**src/rtl/elevator_pkg.sv**
```systemverilog
// Shared elevator constants: floor code width, default queue depth and floor codes.
// Pure definitions; no logic, no latency, no flow control.
// Imported by the floor request queue and its storage.
package elevator_pkg;

    localparam int FLOOR_W       = 2;
    localparam int DEPTH_DEFAULT = 4;

    localparam logic [FLOOR_W-1:0] FLOOR_0 = 2'd0;
    localparam logic [FLOOR_W-1:0] FLOOR_1 = 2'd1;
    localparam logic [FLOOR_W-1:0] FLOOR_2 = 2'd2;
    localparam logic [FLOOR_W-1:0] FLOOR_3 = 2'd3;

endpackage

```
**src/rtl/floor_req_mem.sv**
```systemverilog
// DEPTH x FLOOR_W register file, one write port, one registered read port.
// Latency: read data appears one edge after re; a same-edge write to raddr is forwarded.
// No backpressure: every write and read is accepted.
module floor_req_mem #(
    parameter int DEPTH   = 4,
    parameter int FLOOR_W = 2,
    localparam int AW     = $clog2(DEPTH)
) (
    input  logic               clk,
    input  logic               rst,
    input  logic               we,
    input  logic [AW-1:0]      waddr,
    input  logic [FLOOR_W-1:0] wdata,
    input  logic               re,
    input  logic [AW-1:0]      raddr,
    output logic [FLOOR_W-1:0] rdata
);

    logic [FLOOR_W-1:0] mem [DEPTH];

    // Storage itself is never reset; only the read register is.
    always_ff @(posedge clk) begin
        if (we) begin
            mem[waddr] <= wdata;
        end
    end

    always_ff @(posedge clk) begin
        if (rst) begin
            rdata <= '0;
        end else if (re) begin
            rdata <= (we && (waddr == raddr)) ? wdata : mem[raddr];
        end
    end

endmodule

```
**src/rtl/floor_request_queue.sv**
```systemverilog
// Circular queue of floor requests feeding the head floor to the comparator; DUP_FILTER_EN drops duplicates.
// Latency: push to an empty queue shows on pos0Mem/pos0Valid one edge later; pops update the head the same way.
// Backpressure: none upstream; pushes while full are dropped and latch the sticky overflow flag.
module floor_request_queue
    import elevator_pkg::*;
#(
    parameter int DEPTH   = DEPTH_DEFAULT,
    parameter int FLOOR_W = elevator_pkg::FLOOR_W,
    localparam int AW     = $clog2(DEPTH),
    localparam int CW     = $clog2(DEPTH) + 1
) (
    input  logic               clk,
    input  logic               rst,
    input  logic               req_valid,
    input  logic [FLOOR_W-1:0] req_floor,
    input  logic               served,
    output logic [FLOOR_W-1:0] pos0Mem,
    output logic               pos0Valid,
    output logic               full,
    output logic               empty,
    output logic [CW-1:0]      count,
    output logic               overflow
);

    logic [AW-1:0] wr_ptr;
    logic [AW-1:0] rd_ptr;
    logic [AW-1:0] rd_nxt;
    logic [CW-1:0] count_nxt;
    logic          pop;
    logic          push;
    logic          dup;

`ifdef DUP_FILTER_EN
    // One presence bit per floor; the filter keeps at most one entry per floor.
    logic [(1<<FLOOR_W)-1:0] present;

    always_ff @(posedge clk) begin
        if (rst) begin
            present <= '0;
        end else begin
            if (pop) begin
                present[pos0Mem] <= 1'b0;
            end
            if (push) begin
                present[req_floor] <= 1'b1;
            end
        end
    end

    assign dup = present[req_floor];
`else
    assign dup = 1'b0;
`endif

    // Pop is resolved first so a full queue can accept a push in the same cycle.
    always_comb begin
        pop       = served && !empty;
        push      = req_valid && !dup && (!full || pop);
        rd_nxt    = pop ? rd_ptr + AW'(1) : rd_ptr;
        count_nxt = count;
        case ({push, pop})
            2'b10:   count_nxt = count + CW'(1);
            2'b01:   count_nxt = count - CW'(1);
            default: count_nxt = count;
        endcase
    end

    always_ff @(posedge clk) begin
        if (rst) begin
            wr_ptr    <= '0;
            rd_ptr    <= '0;
            count     <= '0;
            full      <= 1'b0;
            empty     <= 1'b1;
            pos0Valid <= 1'b0;
            overflow  <= 1'b0;
        end else begin
            if (push) begin
                wr_ptr <= wr_ptr + AW'(1);
            end
            rd_ptr    <= rd_nxt;
            count     <= count_nxt;
            full      <= (count_nxt == CW'(DEPTH));
            empty     <= (count_nxt == '0);
            pos0Valid <= (count_nxt != '0);
            if (req_valid && !dup && !push) begin
                overflow <= 1'b1;
            end
        end
    end

    // Head register only reloads while entries remain, so an emptied queue keeps the last popped floor.
    floor_req_mem #(
        .DEPTH   (DEPTH),
        .FLOOR_W (FLOOR_W)
    ) u_mem (
        .clk   (clk),
        .rst   (rst),
        .we    (push && !rst),
        .waddr (wr_ptr),
        .wdata (req_floor),
        .re    (count_nxt != '0),
        .raddr (rd_nxt),
        .rdata (pos0Mem)
    );

endmodule

```
**config.mk**
```make
export PLATFORM = sky130hd
export DESIGN_NAME = floor_request_queue
export DESIGN_NICKNAME = d
export VERILOG_FILES = /design/src/rtl/elevator_pkg.sv /design/src/rtl/floor_req_mem.sv /design/src/rtl/floor_request_queue.sv
export SDC_FILE = /design/constraint.sdc
export NUM_CORES = 1
export LEC_CHECK = 0
export CAP_MARGIN = 15
export CELL_PAD_IN_SITES_DETAIL_PLACEMENT = 0
export CELL_PAD_IN_SITES_GLOBAL_PLACEMENT = 1
export CORE_ASPECT_RATIO = 1.1
export CORE_MARGIN = 1
export CORE_UTILIZATION = 43
export CTS_BUF_LIST = sky130_fd_sc_hd__clkbuf_8
export DETAILED_ROUTE_END_ITERATION = 10
export HOLD_SLACK_MARGIN = 0.03
export PLACE_DENSITY = 0.83
export RECOVER_POWER = 25
export SLEW_MARGIN = 0
export SYNTH_ARGS = -nofsm -noshare
export SYNTH_HDL_FRONTEND = slang
export SYNTH_HIERARCHICAL = 1
export SYNTH_SLANG_ARGS = --single-unit
```
**constraint.sdc**
```tcl
create_clock -name clk -period 3.1 [get_ports clk]
set_input_delay 0.62 -clock clk [delete_from_list [all_inputs] [get_ports clk]]
set_output_delay 0.62 -clock clk [all_outputs]
set_load 0.03 [all_outputs]
```
### Yosys cells after proc, flatten, opt, wreduce, memory -nomap -nowiden

Memory sizes are Yosys's and may differ from the RTL's. A register that Yosys moved wholly into a read port is not among the register bits.
Index checks and enable logic that the tools add are counted.

| cells by class | value |
|---|---|
| add/subtract/negate cells | 4 |
| equal/unequal tests | 3 |
| muxes and demuxes | 4 |
| reduce and logical (&&, ||, !) cells | 11 |

Operators by type and width:

| operator | number |
|---|---|
| $pmux 3 s2 | 1 |
| $add 2x1->2 const B | 2 |
| $logic_and 1x1->1 | 4 |
| $logic_not 1->1 | 4 |
| $add 3x1->3 const B | 1 |
| $eq 3x3->1 const B | 1 |
| $logic_not 3->1 | 1 |
| $reduce_bool 3->1 | 1 |
| $sub 3x1->3 const B | 1 |
| $eq 2x1->1 const B | 1 |
| $eq 2x2->1 const B | 1 |
| $mux 1 | 2 |
| $mux 2 | 1 |
| $logic_or 1x1->1 | 1 |

| storage, ports and cells | value |
|---|---|
| memory bits (writable) | 8 |
| bits of input ports | 6 |
| output and inout port bits | 9 |
| register bits after elaboration | 11 |
| memories | 1 |
| logic and storage cells | 30 |

Memories:

| name | words | width | rd ports | clocked after memory_dff | write ports | RTL line | RTL |
|---|---|---|---|---|---|---|---|
| u_mem.mem | 4 | 2 | 1 | 1 | 1 | floor_req_mem.sv:19 | `logic [FLOOR_W-1:0] mem [DEPTH];` |

### Depth between registers and ports, before layout

| depth | value |
|---|---|
| word-level depth | 7 |
| depth in mapped cells | 11 |
| mapped depth without buffers | 11 |

### By module

The synthesis kept the hierarchy.

By module, submodules not included:

| module | instances | area each (um2) | sequential area each (um2) | cells each |
|---|---|---|---|---|
| floor_request_queue | 1 | 529.3 | 220.2 | 58 |
| floor_req_mem | 1 | 450.4 | 280.3 | 30 |

### Worst setup path before layout

Ideal clock, no wire load.

| timing | value |
|---|---|
| path kind | in2reg |
| from | input port served |
| to | register u_mem.rdata[1], read port of u_mem.mem |
| required time | 3.009 ns |
| path slack | 0.519 ns |
| stages | 11 |
| path buffers | 0 |
| data arrival time | 2.490 ns |
| library setup time | 0.091 ns |
| cell sequence | nand2b_1 inv_1 o21ai_2 ha_1 inv_1 fa_1 xor2_1 or3_4 nand3b_1 nor2_1 a311oi_1 |

| between the ends | value |
|---|---|
| word-level cells in the longest chain between the ends | 6 |
| elaborated cells on any way between the ends | 8 |
| those cells by class | eq/ne (2); mux (2); reduce/logical (4) |

RTL lines:

| element | RTL line | RTL |
|---|---|---|
| start, declared | floor_request_queue.sv:16 | `input logic served,` |
| $logic_and 1x1->1 (*) | floor_request_queue.sv:57 | `pop = served && !empty;` |
| $logic_or 1x1->1 | floor_request_queue.sv:58 | `push = req_valid && !dup && (!full \|\| pop);` |
| $logic_and 1x1->1 | floor_request_queue.sv:58 |  |
| $eq 2x1->1 / $eq 2x2->1 (equally long branches) | floor_request_queue.sv:61 | `case ({push, pop})` |
| $pmux 3 s2 | floor_request_queue.sv:61 |  |
| $reduce_bool 3->1 | floor_request_queue.sv:102 | `.re (count_nxt != '0),` |
| end, declared | floor_req_mem.sv:16 | `output logic [FLOOR_W-1:0] rdata` |

Every way passes the cells marked *; elsewhere a longest branch is shown, timed or not.
A chain may end at the register's enable or synchronous reset.

### Worst setup path after layout

Ends and elaborated chain as after synthesis.

==> run summary <==
The number of input and output port buffers inserted was 14; the measured slew at the worst slew-check pin was 0.5022 ns. The synthesized netlist devotes 15.96% of its cell area to simple gates. Number of buffers inserted during clock tree synthesis: 3. STA classifies the critical path endpoint as a flop. The path category of the worst min-delay check was flop to flop. The synthesized net count was 96; the post-synthesis compound-gate area fraction was 11.24%. At the worst endpoint, the required time is 3.27 ns. The number of hold violations in the final report was 0; the fmax was 351.0 MHz. The maximum fanout along the worst path came out at 4. The number of cells on the worst hold path was 2; the number of global-route vias before repair was 647.

The buffer count from post-CTS setup fixing was 0; the final worst-path cycle share was 91.90%. For the final layout net count, the log shows 119. The tools report the worst min-delay path startpoint as overflow.

Setup repair after global routing left no endpoint under its margin. The share of the core filled with cells is 59.36%, and the post-synthesis share of cell area spent on xor and xnor gates is 7.152%. The pre-antenna-repair detailed-routing pass consisted of 4 iterations.

The setup check on the worst reg-to-reg path leaves a slack of 0.68 ns. The cell count after placement was 134; the number of design-rule violations left by the first detailed-router iteration was 16. STA classifies the critical path startpoint as an input pin.

Data on the critical path arrives at its endpoint at 3.02 ns. The layout has 184 filler cells. The share of synthesized flip-flops with an asynchronous set or reset was 0%; the fraction of final layout cells with drive strength greater than 1 was 14.55%. The width of the die was 47.51 microns. For the finished layout, the period the worst path requires is 2.849 ns. For the vias after detailed routing, the log shows 703. After synthesis, the largest area contributor takes up 26.56% of total cell area.

Yosys attributes the largest share of cell area to dfxtp_1 27%, edfxtp_1 25%, mux4_1 5.4%, nor2_1 4.6%, xnor2_1 3.6%. The endpoint identified for the worst register-to-register timing path is u_mem/rdata[1]. The logs give 17 for the count of standard-cell rows and 51.09% for the sequential share of the synthesized area.

Once layout is complete, the cells apart from fillers number 138. Final hold analysis gives a worst-case slack of 0.4852 ns. For this design the static power due to leakage is 0.4608 nW. The tools report the count of cells resized by post-cts repair as 0.

The final total power was 889.1 uW. Largest buffer count on any clock path: 2. Entering global routing, the biggest net connects 15 pins. Across the routed clock network, the largest skew measured is 0.006226 ns. The tools report the number of max-slew violations in the final report as 0.

Dominant register cell in the synthesized netlist: dfxtp_1. The ratio of total power to cell area came out at 718.5 mW/mm^2. The average instance area after synthesis works out to 11.13 sq um. The wire-length estimate of the detail-placed layout is 1.347 mm.

Summing the areas of all fa, ha and maj instances in the mapped netlist gives 3.321% of the synthesized area. Hold repair after CTS inserted 0 buffers. Measured against its own limit, the worst slew margin works out to 66.28%. The run gives 0.002085 sq mm as the core area. The initial antenna violation count is 0.

Counting every instance in the synthesized netlist gives 88. The tools report the total inserted antenna cells as 0. Average via count per standard cell: 5.094.

The global-route wire length before repair came out at 2.980 mm. Traced cell by cell, the critical path runs through clkdlybuf4s50_1 -> nand2b_1 -> inv_1 -> o21ai_2 -> ha_1 -> inv_1 -> fa_1 -> nand3b_1 -> a21boi_0 -> nand3b_1 -> nor2_1 -> a311oi_1. For this run, the total global-route usage over all layers was measured as 17.79%. The number of flops mapped to enable cells by yosys was 8. The library cell occupying the most area in the post-synthesis netlist was dfxtp_1. Once detail routing completed, the nets flagged for antenna violations numbered 0.

The synthesis warning total is 6. The tools report the beginning of the worst register-to-register path as empty. After synthesis, the most frequently instantiated cells are 13 x dfxtp_1, 12 x nor2_1, 8 x edfxtp_1, 7 x inv_1. For the count of final setup violators, the log shows 0.

The main combinational cell family by area after synthesis was simple AND/OR/NAND/NOR gates. For this configuration, the core starts out at a cell density of 47.00%. The path with the worst hold slack has its endpoint at overflow. After clock tree synthesis, the clock-pin slew on the worst setup and hold paths is 0.08 ns. The mapped netlist covers 979.7 sq um. Of the post-synthesis cell area, the part taken by muxes is 7.663%. The maximum level of the CTS H-tree is 1, and the detailed-route DRC error count is 0.

The run gives 0.0004062 V as the largest voltage drop on the vdd net. The total detailed-routing wirelength is 1.796 mm. Highest-delay cell along the critical path: fa_1. The critical path is of the input pin to flop type. The height of the die came out at 52.06 microns. The clock latency at the later pin of the worst-skew pair came out at 0.26 ns. The number of cells on the worst reg-to-reg path works out to 11. The tools report the clock tree root buffer cell as clkbuf_8. Total congestion overflow: 0. The area growth from synthesis to layout is 26.31%.

The run finished with clean final reports. In this run, synthesis produced a sequential element count of 21. The max-capacitance violation count is 0. After detailed routing, the average wire length per cell comes to 13.01 microns. During I/O placement, the number of pins put on the boundary was 15. The die footprint was 0.002473 sq mm; the highest cell delay on the worst timing path was 0.46 ns.

Most instantiated library cell after synthesis: dfxtp_1. The number of clock sinks was 21; the final estimated routing congestion in global placement was 0.6993. Yosys mapped the design onto 31 distinct sky130hd cell types. TritonCTS built the clock tree.
==> flip-flops by register name, indices dropped and copies added, names as in the netlist <==
signal,cells
u_mem/mem,8
count,3
rd_ptr,2
u_mem/rdata,2
wr_ptr,2
empty,1
full,1
overflow,1
pos0Valid,1
==> power breakdown <==
part	total (mW)	switching [mW]	leakage, nW	internal (mW)
sequential	0.360	0.0320	0.180	0.328
combinational	0.353	0.186	0.256	0.166
clock	0.177	0.0871	0.0255	0.0895
==> layout by cell type (no fill, tap or decap), drive strengths merged, types with 2 or more instances in the layout <==
cell,instances
nand3b,3
nand4,2
nor2b,4
inv,7
a311oi,2
xnor2,4
a21oi,3
mux2,2
edfxtp,8
o31ai,3
clkdlybuf4s50,12
nand2,2
dlygate4sd3,2
xor2,4
clkbuf,3
mux4,2
o21ai,2
a31oi,2
dfxtp,13
nor2,12
buf,6
==> cells by family after synthesis <==
kind of cell,count (synthesis)
AND/OR/NAND/NOR,29
AO/OA/AOI/OAI,15
adder cells (fa/ha/maj),2
XOR/XNOR,8
buffers and inverters,9
multiplexers,4
flip-flops,21
==> layer usage <==
metal  vias to the layer above  GRT usage, %  wire (microns)
met3                         4         3.819              78
met5                         -             0               0
met2                        15         24.89             815
li1                        358             -               -
met4                         0         10.00              31
met1                       326         24.83             872
==> how the worst max path moves through the flow <==
stage / from / end / slack [ns] / depth (start not counted)
5_1_grt: served / u_mem/rdata[1] / 0.04 / 11
2_1_floorplan: served / u_mem/rdata[1] / 0.52 / 11
3_3_place_gp: served / u_mem/rdata[1] / 0.04 / 12
3_5_place_dp: served / u_mem/rdata[1] / -0.05 / 12
6_report: served / u_mem/rdata[1] / 0.25 / 12
4_1_cts: served / u_mem/rdata[1] / 0.22 / 12
==> final cells by class <==
| class | instances | area (sq um) | share of cell area (%) |
|---|---|---|---|
| clock buffer | 3 | 41.29 | 3.337 |
| clock inverter | 1 | 5.005 | 0.4044 |
| inverter | 7 | 26.28 | 2.123 |
| multi-input combinational | 58 | 444.2 | 35.89 |
| sequential | 21 | 500.5 | 40.44 |
| tap | 28 | 35.03 | 2.831 |
| timing repair buffer | 20 | 185.2 | 14.96 |
==> metrics by stage <==
step	instance area (sq um)	setup slack (ns)	TNS, ns
4_1_cts	1237	0.2172	0
6_report	1237	0.2512	0
5_1_grt	1237	0.04091	0
3_3_place_gp	1191	0.03864	0
3_5_place_dp	1191	-0.04976	-0.04976
2_1_floorplan	979.7	0.5187	0
==> worst max-delay path, delay by kind of cell <==
kind	cells	cell delay, ns
adders and majority gates	2	0.65
AOI/OAI and AO/OA	3	0.63
buffers and inverters	3	0.56
and+or+nand+nor	4	0.54
Note: power is estimated with default switching activity, not from simulation.
